==> src/rtl/sprite_pkg.sv <==
// Shared constants for the sprite pixel resolver: descriptor field layout,
// screen height used for the Y-axis flip, and the sprite ID width.
package sprite_pkg;

  // Descriptor field positions within one DESC_W-bit sprite record
  localparam int CX_MSB     = 63;
  localparam int CX_LSB     = 48;
  localparam int BY_MSB     = 47;
  localparam int BY_LSB     = 32;
  localparam int W_MSB      = 31;
  localparam int W_LSB      = 16;
  localparam int FACING_BIT = 90;

  // Bounds arithmetic is done modulo 2^16 before widening
  localparam int FIELD_W    = 16;

  // Screen height; Y is flipped so that sprite bottoms are measured upward
  localparam int SCREEN_H   = 480;

  // Width of the winning sprite ID (supports up to 8 sprites)
  localparam int ID_W       = 3;

endpackage

==> src/rtl/sprite_bounds_unit.sv <==
// One sprite channel of the resolver. Registers the sprite's bounding box
// alongside the S1 coordinate (so each pixel keeps the descriptor it
// sampled), then registers the per-sprite hit flag and ROM index at S2.
module sprite_bounds_unit
  import sprite_pkg::*;
#(
  parameter int SPRITE_W = 256,
  parameter int SPRITE_H = 125,
  parameter int SCREEN_H = sprite_pkg::SCREEN_H,
  parameter int COORD_W  = 19,
  parameter int DESC_W   = 160
) (
  input  logic               clock_i,
  input  logic [DESC_W-1:0]  desc_i,
  input  logic               en_i,
  input  logic [COORD_W-1:0] x_p1_i,
  input  logic [COORD_W-1:0] y_p1_i,
  output logic               hit_p2_o,
  output logic [COORD_W-1:0] index_p2_o
);

  localparam logic [FIELD_W-1:0] SW16  = FIELD_W'(SPRITE_W);
  localparam logic [FIELD_W-1:0] SH16  = FIELD_W'(SPRITE_H);
  localparam logic [COORD_W-1:0] SW_C  = COORD_W'(SPRITE_W);
  localparam logic [COORD_W-1:0] SCR_C = COORD_W'(SCREEN_H);

  logic [FIELD_W-1:0] cx, by, w;
  logic               facing;
  logic [FIELD_W-1:0] span16, l16, r16, t16;

  // Only a few descriptor bits are meaningful; the rest are reserved
  logic unused_desc;
  assign unused_desc = ^desc_i;

  assign cx     = desc_i[CX_MSB:CX_LSB];
  assign by     = desc_i[BY_MSB:BY_LSB];
  assign w      = desc_i[W_MSB:W_LSB];
  assign facing = desc_i[FACING_BIT];

  // Box edges in 16-bit modular arithmetic (the box is centred on cx)
  always_comb begin
    span16 = SW16 - w;
    l16    = cx - (span16 >> 1);
    r16    = l16 + SW16;
    t16    = by + SH16;
  end

  // ---- S1: bounds registered next to the coordinate
  logic [COORD_W-1:0] l_p1_q, r_p1_q, b_p1_q, t_p1_q;
  logic               facing_p1_q, en_p1_q;

  // Capture the box of the current shadow descriptor every cycle
  always_ff @(posedge clock_i) begin
    l_p1_q      <= COORD_W'(l16);
    r_p1_q      <= COORD_W'(r16);
    b_p1_q      <= COORD_W'(by);
    t_p1_q      <= COORD_W'(t16);
    facing_p1_q <= facing;
    en_p1_q     <= en_i;
  end

  logic [COORD_W-1:0] ty, row, base, index_d;
  logic               hit_d;

  // Strict-inequality hit test and row-major ROM index (mirrored if needed)
  always_comb begin
    ty      = SCR_C - y_p1_i;
    row     = y_p1_i - (SCR_C - t_p1_q);
    base    = row * SW_C;
    hit_d   = en_p1_q & (x_p1_i > l_p1_q) & (x_p1_i < r_p1_q)
                      & (ty > b_p1_q) & (ty < t_p1_q);
    index_d = facing_p1_q ? (x_p1_i - l_p1_q + base)
                          : (r_p1_q - x_p1_i + base);
  end

  // ---- S2: per-sprite hit and index
  logic               hit_p2_q;
  logic [COORD_W-1:0] index_p2_q;

  // Register this channel's result for the priority stage
  always_ff @(posedge clock_i) begin
    hit_p2_q   <= hit_d;
    index_p2_q <= index_d;
  end

  assign hit_p2_o   = hit_p2_q;
  assign index_p2_o = index_p2_q;

endmodule

==> src/rtl/sprite_pixel_resolver.sv <==
// Pipelined multi-sprite hit resolver. One pixel per clock in, result a
// fixed 3 cycles later: any-hit, lowest-ID winner and its sprite-ROM index.
// Descriptors are latched into shadow registers on frame_start.
// Optional sticky overlap detection is built when SPRITE_COLLISION_EN is
// defined; otherwise collision is tied low.
module sprite_pixel_resolver
  import sprite_pkg::*;
#(
  parameter int NUM_SPRITES = 2,
  parameter int SPRITE_W    = 256,
  parameter int SPRITE_H    = 125,
  parameter int SCREEN_H    = sprite_pkg::SCREEN_H,
  parameter int COORD_W     = 19,
  parameter int DESC_W      = 160
) (
  input  logic                          clock,
  input  logic                          resetn,
  input  logic                          frame_start,
  input  logic [NUM_SPRITES*DESC_W-1:0] sprite_data,
  input  logic [NUM_SPRITES-1:0]        sprite_en,
  input  logic                          pix_valid,
  input  logic [COORD_W-1:0]            pix_x,
  input  logic [COORD_W-1:0]            pix_y,
  output logic                          out_valid,
  output logic                          out_hit,
  output logic [ID_W-1:0]               out_id,
  output logic [COORD_W-1:0]            out_index,
  output logic                          collision
);

  localparam int CNT_W = ID_W + 1;

  logic [NUM_SPRITES*DESC_W-1:0] shadow_desc_q;
  logic [NUM_SPRITES-1:0]        shadow_en_q;

  // Shadow descriptors change only on frame_start so a frame sees one set
  always_ff @(posedge clock or negedge resetn) begin
    if (!resetn) begin
      shadow_desc_q <= '0;
      shadow_en_q   <= '0;
    end else if (frame_start) begin
      shadow_desc_q <= sprite_data;
      shadow_en_q   <= sprite_en;
    end
  end

  // ---- S1: coordinate capture
  logic               vld_p1_q, vld_p2_q;
  logic [COORD_W-1:0] x_p1_q, y_p1_q;

  // Valid shift register; flushed immediately by reset
  always_ff @(posedge clock or negedge resetn) begin
    if (!resetn) begin
      vld_p1_q <= 1'b0;
      vld_p2_q <= 1'b0;
    end else begin
      vld_p1_q <= pix_valid;
      vld_p2_q <= vld_p1_q;
    end
  end

  // Coordinate register feeding all sprite channels
  always_ff @(posedge clock) begin
    x_p1_q <= pix_x;
    y_p1_q <= pix_y;
  end

  // ---- S2: per-sprite channels
  logic [NUM_SPRITES-1:0] hit_p2;
  logic [COORD_W-1:0]     index_p2 [NUM_SPRITES];

  for (genvar k = 0; k < NUM_SPRITES; k++) begin : g_sprite
    sprite_bounds_unit #(
      .SPRITE_W (SPRITE_W),
      .SPRITE_H (SPRITE_H),
      .SCREEN_H (SCREEN_H),
      .COORD_W  (COORD_W),
      .DESC_W   (DESC_W)
    ) u_bounds (
      .clock_i    (clock),
      .desc_i     (shadow_desc_q[k*DESC_W +: DESC_W]),
      .en_i       (shadow_en_q[k]),
      .x_p1_i     (x_p1_q),
      .y_p1_i     (y_p1_q),
      .hit_p2_o   (hit_p2[k]),
      .index_p2_o (index_p2[k])
    );
  end

  logic               hit_d;
  logic [ID_W-1:0]    id_d;
  logic [COORD_W-1:0] index_d;

  // Priority select: scanning downward leaves the lowest hitting ID
  always_comb begin
    hit_d   = 1'b0;
    id_d    = '0;
    index_d = '0;
    for (int k = NUM_SPRITES - 1; k >= 0; k--) begin
      if (hit_p2[k]) begin
        hit_d   = 1'b1;
        id_d    = ID_W'(k);
        index_d = index_p2[k];
      end
    end
  end

  // ---- S3: registered outputs
  logic               out_valid_q, out_hit_q;
  logic [ID_W-1:0]    out_id_q;
  logic [COORD_W-1:0] out_index_q;

  // Result registers; data holds between valid pixels
  always_ff @(posedge clock or negedge resetn) begin
    if (!resetn) begin
      out_valid_q <= 1'b0;
      out_hit_q   <= 1'b0;
      out_id_q    <= '0;
      out_index_q <= '0;
    end else begin
      out_valid_q <= vld_p2_q;
      if (vld_p2_q) begin
        out_hit_q   <= hit_d;
        out_id_q    <= id_d;
        out_index_q <= index_d;
      end
    end
  end

  assign out_valid = out_valid_q;
  assign out_hit   = out_hit_q;
  assign out_id    = out_id_q;
  assign out_index = out_index_q;

`ifdef SPRITE_COLLISION_EN
  logic [CNT_W-1:0] hit_cnt;
  logic             multi_hit;
  logic             collision_q;

  // Count simultaneous hits on the pixel leaving S2
  always_comb begin
    hit_cnt = '0;
    for (int k = 0; k < NUM_SPRITES; k++) begin
      hit_cnt = hit_cnt + CNT_W'(hit_p2[k]);
    end
    multi_hit = (hit_cnt >= CNT_W'(2));
  end

  // Sticky overlap flag; a set in the clearing cycle takes priority
  always_ff @(posedge clock or negedge resetn) begin
    if (!resetn) begin
      collision_q <= 1'b0;
    end else if (vld_p2_q && multi_hit) begin
      collision_q <= 1'b1;
    end else if (frame_start) begin
      collision_q <= 1'b0;
    end
  end

  assign collision = collision_q;
`else
  assign collision = 1'b0;
`endif

endmodule

==> config.mk <==
export PLATFORM = sky130hd
export DESIGN_NAME = sprite_pixel_resolver
export DESIGN_NICKNAME = d
export VERILOG_FILES = /design/src/rtl/sprite_pkg.sv /design/src/rtl/sprite_bounds_unit.sv /design/src/rtl/sprite_pixel_resolver.sv
export SDC_FILE = /design/constraint.sdc
export NUM_CORES = 1
export LEC_CHECK = 0
export CORE_UTILIZATION = 46
export DETAILED_ROUTE_END_ITERATION = 7
export DONT_BUFFER_PORTS = 1
export PLACE_DENSITY = 0.72
export SETUP_SLACK_MARGIN = 0.15
export SYNTH_ARGS = -nofsm -noshare
export SYNTH_HDL_FRONTEND = slang
export SYNTH_SLANG_ARGS = --single-unit
==> constraint.sdc <==
create_clock -name clock -period 6.1 [get_ports clock]
set_input_delay 1.22 -clock clock [delete_from_list [all_inputs] [get_ports clock]]
set_output_delay 1.22 -clock clock [all_outputs]
set_load 0.02 [all_outputs]
# Word level (Yosys, flattened, before mapping)
# Index checks and enable logic that the tools add are counted.
# totals
reg_bits,489
in_bits,364
out_inout_bits,25
elab_cells,71
# classes
addsub,21
magnitude_cmp,8
mux,8
bitwise,8
# op_table
operator,count
19-bit adder,4
19-bit by 16-bit greater-than comparator with 1-bit output,4
19-bit by 16-bit < comparator with 1-bit output,4
19-bit two-way mux,4
16-bit by 19-bit subtractor with 19-bit output,2
19-bit by 16-bit subtractor with 19-bit output,2
"16-bit by 7-bit adder with 16-bit output, second input constant",2
"16-bit by 9-bit adder with 16-bit output, second input constant",2
16-bit by 15-bit subtractor with 16-bit output,2
"9-bit by 16-bit subtractor with 16-bit output, first input constant",2
11-bit subtractor,2
"9-bit by 11-bit subtractor with 11-bit output, first input constant",2
"9-bit by 19-bit subtractor with 19-bit output, first input constant",1
1-bit bitwise AND,8
1-bit two-way mux,3
3-bit two-way mux,1

# Logic depth before layout (Yosys ltp)
# logic_depth
ltp_word,5
ltp_mapped,18
ltp_nobuf,18

# Hierarchy
# A second synthesis with hierarchy kept.
# unflattened
cells_unflattened,2579
area_unflattened_um2,29111.7
# by_module_without_submodules
mod,n_inst,cells_each,area_each_um2,seq_area_each_um2
sprite_pixel_resolver,1,839,14071.0,9419.0
sprite_bounds_unit (g_sprite[1].u_bounds),1,890,7654.8,1561.5
sprite_bounds_unit (g_sprite[0].u_bounds),1,850,7385.8,1561.5

# Worst setup path before layout
# No wires, ideal clock.
# synth_path
path_kind,reg-to-reg
from,register y_p1_q[1]
to,register g_sprite[1].u_bounds.index_p2_q[18]
setup_time_ns,0.123
arrival_time_ns,4.084
required_time_ns,5.977
path_slack_ns,1.893
stages_incl_launch_ff,19
n_path_buf,0
synth_period_minus_slack_ns,4.207
cell_sequence,dfxtp_1 -> ha_1 -> ha_1 -> fa_1 -> a21o_1 -> a21oi_1 -> o21ai_0 -> a21oi_1 -> xnor2_1 -> fa_1 -> ha_1 -> a21oi_1 -> o21ai_0 -> a21oi_1 -> nor2b_1 -> a211oi_1 -> or4bb_1 -> nand2_1 -> nor4b_1
# synth_between
elab_chain_len,3
elab_cells_between_ends,4
classes_between,3 x add/sub; 1 x mux
# synth_rtl
item,line_no,text
"start, declared",sprite_pixel_resolver.sv:49,"logic [COORD_W-1:0] x_p1_q, y_p1_q;"
"start signal, assigned",sprite_pixel_resolver.sv:65,y_p1_q <= pix_y;
11-bit subtractor *,sprite_bounds_unit.sv:68,row = y_p1_i - (SCR_C - t_p1_q);
"19-bit adder, on equally long branches","sprite_bounds_unit.sv:73, sprite_bounds_unit.sv:72",
19-bit two-way mux *,sprite_bounds_unit.sv:72,index_d = facing_p1_q ? (x_p1_i - l_p1_q + base)
named net g_sprite[1].u_bounds.index_d[18],sprite_bounds_unit.sv:62,"logic [COORD_W-1:0] ty, row, base, index_d;"
"end signal, assigned",sprite_bounds_unit.sv:83,index_p2_q <= index_d;
"end, declared",sprite_bounds_unit.sv:78,logic [COORD_W-1:0] index_p2_q;
# Mark *: on every way through the listed nets, which the timed path passes. The rest lies on a longest branch.
# A chain may end at the register's enable or synchronous reset.

# Worst setup path in the final report
# Same ends and word-level chain as after synthesis.

==> flow_summary.toml <==
[run_status]
status = "complete, no violations"

[worst_hold_path]
hold_class = "in -> async"

[die]
die-width_um = 209.7
initial_core_util_pct = 46.99
dieArea_mm2 = 0.04397
rows = 75
core_mm2 = 0.04223
dieHeight_um = 209.7
ios = 389

[grt]
grt_pass1_wl_mm = 76.65
grt_util_all_layers_pct = 22.10
grt_max_degree = 125
antenna_found_initial = 12
grt_pass1_vias = 14394
grt-ovfl-total = 0

[sta]
fin_ws_ps = 1302
finalSetupViolCount = 0
tightest_slew_ps = 817.8
rsz0062_at_grt = "no"
clock_skew_ps = 20.79
period_minus_slack_ps = 4798
holdWs_ps = 360.2
hold_viol_final = 0
post-route-period-util_pct = 78.66
slew_headroom_pct = 44.98
timing.final.max_slew_violations = 0
tns_ps = 0
max_freq_ghz = 0.2084

[route]
ant_nets = 0
drtPass1Iterations = 4
drt_iter0_drc = 632
wl_per_cell_um = 18.50
routed_wl_mm = 47.79
vias = 14322
post-route-drc-count = 0
drt-vias-per-instance = 5.545

[run]
max-cap-violations = 0

[yosys]
synth_mux_area_share_pct = 6.123
netlist.area_leader.share_pct = 19.57
synth-compound-area-share_pct = 13.92
syn_area_mm2 = 0.01984
avgSynthCellArea_um2 = 9.936
yosysMostFrequentCell = "ha_1"
synth_warnings = 0
synthFlopType = "dfxtp_1"
synthDistinctLibCells = 68
synth_edf_count = 0
yosys.area_share.simple_pct = 10.41
synth_async_sr_flop_share_pct = 38.99
synth_adder_area_share_pct = 22.23
netlist_top_cells_count = "ha_1 (279), inv_1 (208), dfxtp_1 (194)"
yosys-top-cells-area = "dfxtp_1 (20%), ha_1 (18%), dfrtp_1 (16%)"
synth_top_family_by_area = "adder cells"
synth-xor-area-share_pct = 7.460
synth.largest_area_cell = "dfxtp_1"
synthCells = 1997
ys_seq_area_share_pct = 35.21
ys_ff_latch = 318

[cts]
cts_tree = "done"
holdBufCountCts = 0
cts.repair.resized = 0
clockBufferDepth = 3
clk_latency_ps = 560
cts-root-buf = "clkbuf_16"
htreeDepth = 2
cts_made_buffers = 36
path_clk_slew_ps = 70
numClockSinks = 318
cts_setup_buffers = 0

[place]
dp_hpwl_mm = 38.23
place_congestion = 0.9549
place_ws_ps = 1341
port_buffers = 0
dp.cells = 2511

[layout]
multi_input_area_mm2 = 0.01195
fillCellCount = 3839
nets = 2699
syn2layout_area_growth_pct = 9.119
stdcell_count = 2583
drive_gt1_share_pct = 9.136
regArea_mm2 = 0.006987
post-route-util_pct = 51.27

[critical_path]
crit_path_start_kind = "register"
worstReg2RegStart = "y_p1_q[1]$_DFF_P_"
r2r_slack_ps = 1300
cp_max_fo = 5
slowest_stage = "fa_1"
timing.critical_path.mode_cell = "a21oi_1"
arrival_ps = 5240
path_class = "reg -> reg"
end_kind = "register"
timing.rr.end = "g_sprite[1].u_bounds.index_p2_o[18]$_DFF_P_"
slowest_delay_ps = 480
path_delay_family = "adder cells"
crit_chain = "ha_1, ha_1, fa_1, a21o_1, a21oi_1, o21ai_0, a21oi_1, xnor2_1, fa_1, ha_1, a21oi_1, o21ai_0, a21oi_1, nor2b_1, a211oi_1, or4bb_1, nand2_1, nor4b_1"
worstPathRequired_ps = 6540
cp_num_buf_inv = 0
reg2reg_depth = 18

[power_and_ir_drop]
power_leakage_uw = 0.01001
peakVddDrop_mv = 0.2575
pwr_density_cell_mw_per_mm2 = 520.8
## cell type report
| class | count | share of cell area, % |
|---|---|---|
| clock inverter | 12 | 0.5259 |
| sequential | 318 | 32.27 |
| antenna | 8 | 0.09246 |
| clock buffer | 52 | 5.005 |
| timing repair buffer | 6 | 0.2080 |
| multi-input combinational | 1440 | 55.18 |
| inverter | 208 | 3.606 |
| tap | 539 | 3.115 |
## layout by cell type, fill, tap and decap left out, drive strengths merged, types with 11 or more instances in the layout
| cell | count |
|---|---|
| a31oi | 11 |
| xor2 | 80 |
| a211oi | 23 |
| nor2 | 109 |
| dfxtp | 194 |
| clkbuf | 52 |
| a21o | 38 |
| nor4 | 13 |
| o21a | 29 |
| o21ai | 88 |
| o21bai | 12 |
| nand2b | 16 |
| o211ai | 19 |
| nor2b | 21 |
| fa | 46 |
| a22oi | 18 |
| a21oi | 121 |
| nand2 | 83 |
| mux2 | 99 |
| nand4 | 12 |
| or4 | 16 |
| dfrtp | 124 |
| or3 | 11 |
| inv | 211 |
| xnor2 | 89 |
| nand3 | 36 |
| nor3 | 36 |
| and3 | 21 |
| ha | 279 |
## kinds of logic (layout without fill, tap and decap cells)
kind of cell             Yosys count  after routing
XOR/XNOR                         169            169
AND/OR/NAND/NOR                  409            409
adder cells (fa/ha/maj)          325            325
flip-flops                       318            318
AO/OA/AOI/OAI                    425            425
buffers and inverters            241            278
other                              1             11
multiplexers                     109            109
## per-layer routing
metal  global-route usage (%)  part of all wire [%]
met5                        0                  0.13
met3                    4.728                   6.0
met2                    35.48                    45
met1                    29.32                    46
met4                    7.954                   2.8
## state kept, by name, summed over array words and instances (netlist names), 2 cells and up
register / flops
g_sprite.u_bounds.t_p1_q: 32
y_p1_q: 19
g_sprite.u_bounds.en_p1_q: 2
g_sprite.u_bounds.r_p1_q: 16
g_sprite.u_bounds.index_p2_o: 38
g_sprite.u_bounds.facing_p1_q: 2
out_index: 19
g_sprite.u_bounds.b_p1_q: 32
shadow_desc_q: 98
g_sprite.u_bounds.l_p1_q: 32
x_p1_q: 19
g_sprite.u_bounds.hit_p2_o: 2
shadow_en_q: 2
## where the power goes
part,internal (µW),switching (µW),total (µW),leakage (µW)
Combinational,2700,3480,6180,0.00632
Sequential,2580,358,2940,0.00311
Clock,1290,874,2160,0.000583
## worst max-delay path by stage
stage,from,end,slack [ps],cells after the start
after floorplan,y_p1_q[1]$_DFF_P_,g_sprite[1].u_bounds.index_p2_o[18]$_DFF_P_,1890,18
after global placement,y_p1_q[1]$_DFF_P_,g_sprite[1].u_bounds.index_p2_o[18]$_DFF_P_,1440,18
after detailed placement,y_p1_q[1]$_DFF_P_,g_sprite[1].u_bounds.index_p2_o[18]$_DFF_P_,1340,18
after CTS,y_p1_q[1]$_DFF_P_,g_sprite[1].u_bounds.index_p2_o[18]$_DFF_P_,1330,18
after global routing,y_p1_q[1]$_DFF_P_,g_sprite[1].u_bounds.index_p2_o[18]$_DFF_P_,930,18
final,y_p1_q[1]$_DFF_P_,g_sprite[1].u_bounds.index_p2_o[18]$_DFF_P_,1300,18
## stage by stage
step                      area [µm²]  power, µW
after floorplan                19850       7575
after global placement         20430       8852
after detailed placement       20430       9040
after CTS                      21630      11260
after global routing           21640      12230
final                          21650      11270
Power figures use the tool's default switching activity.
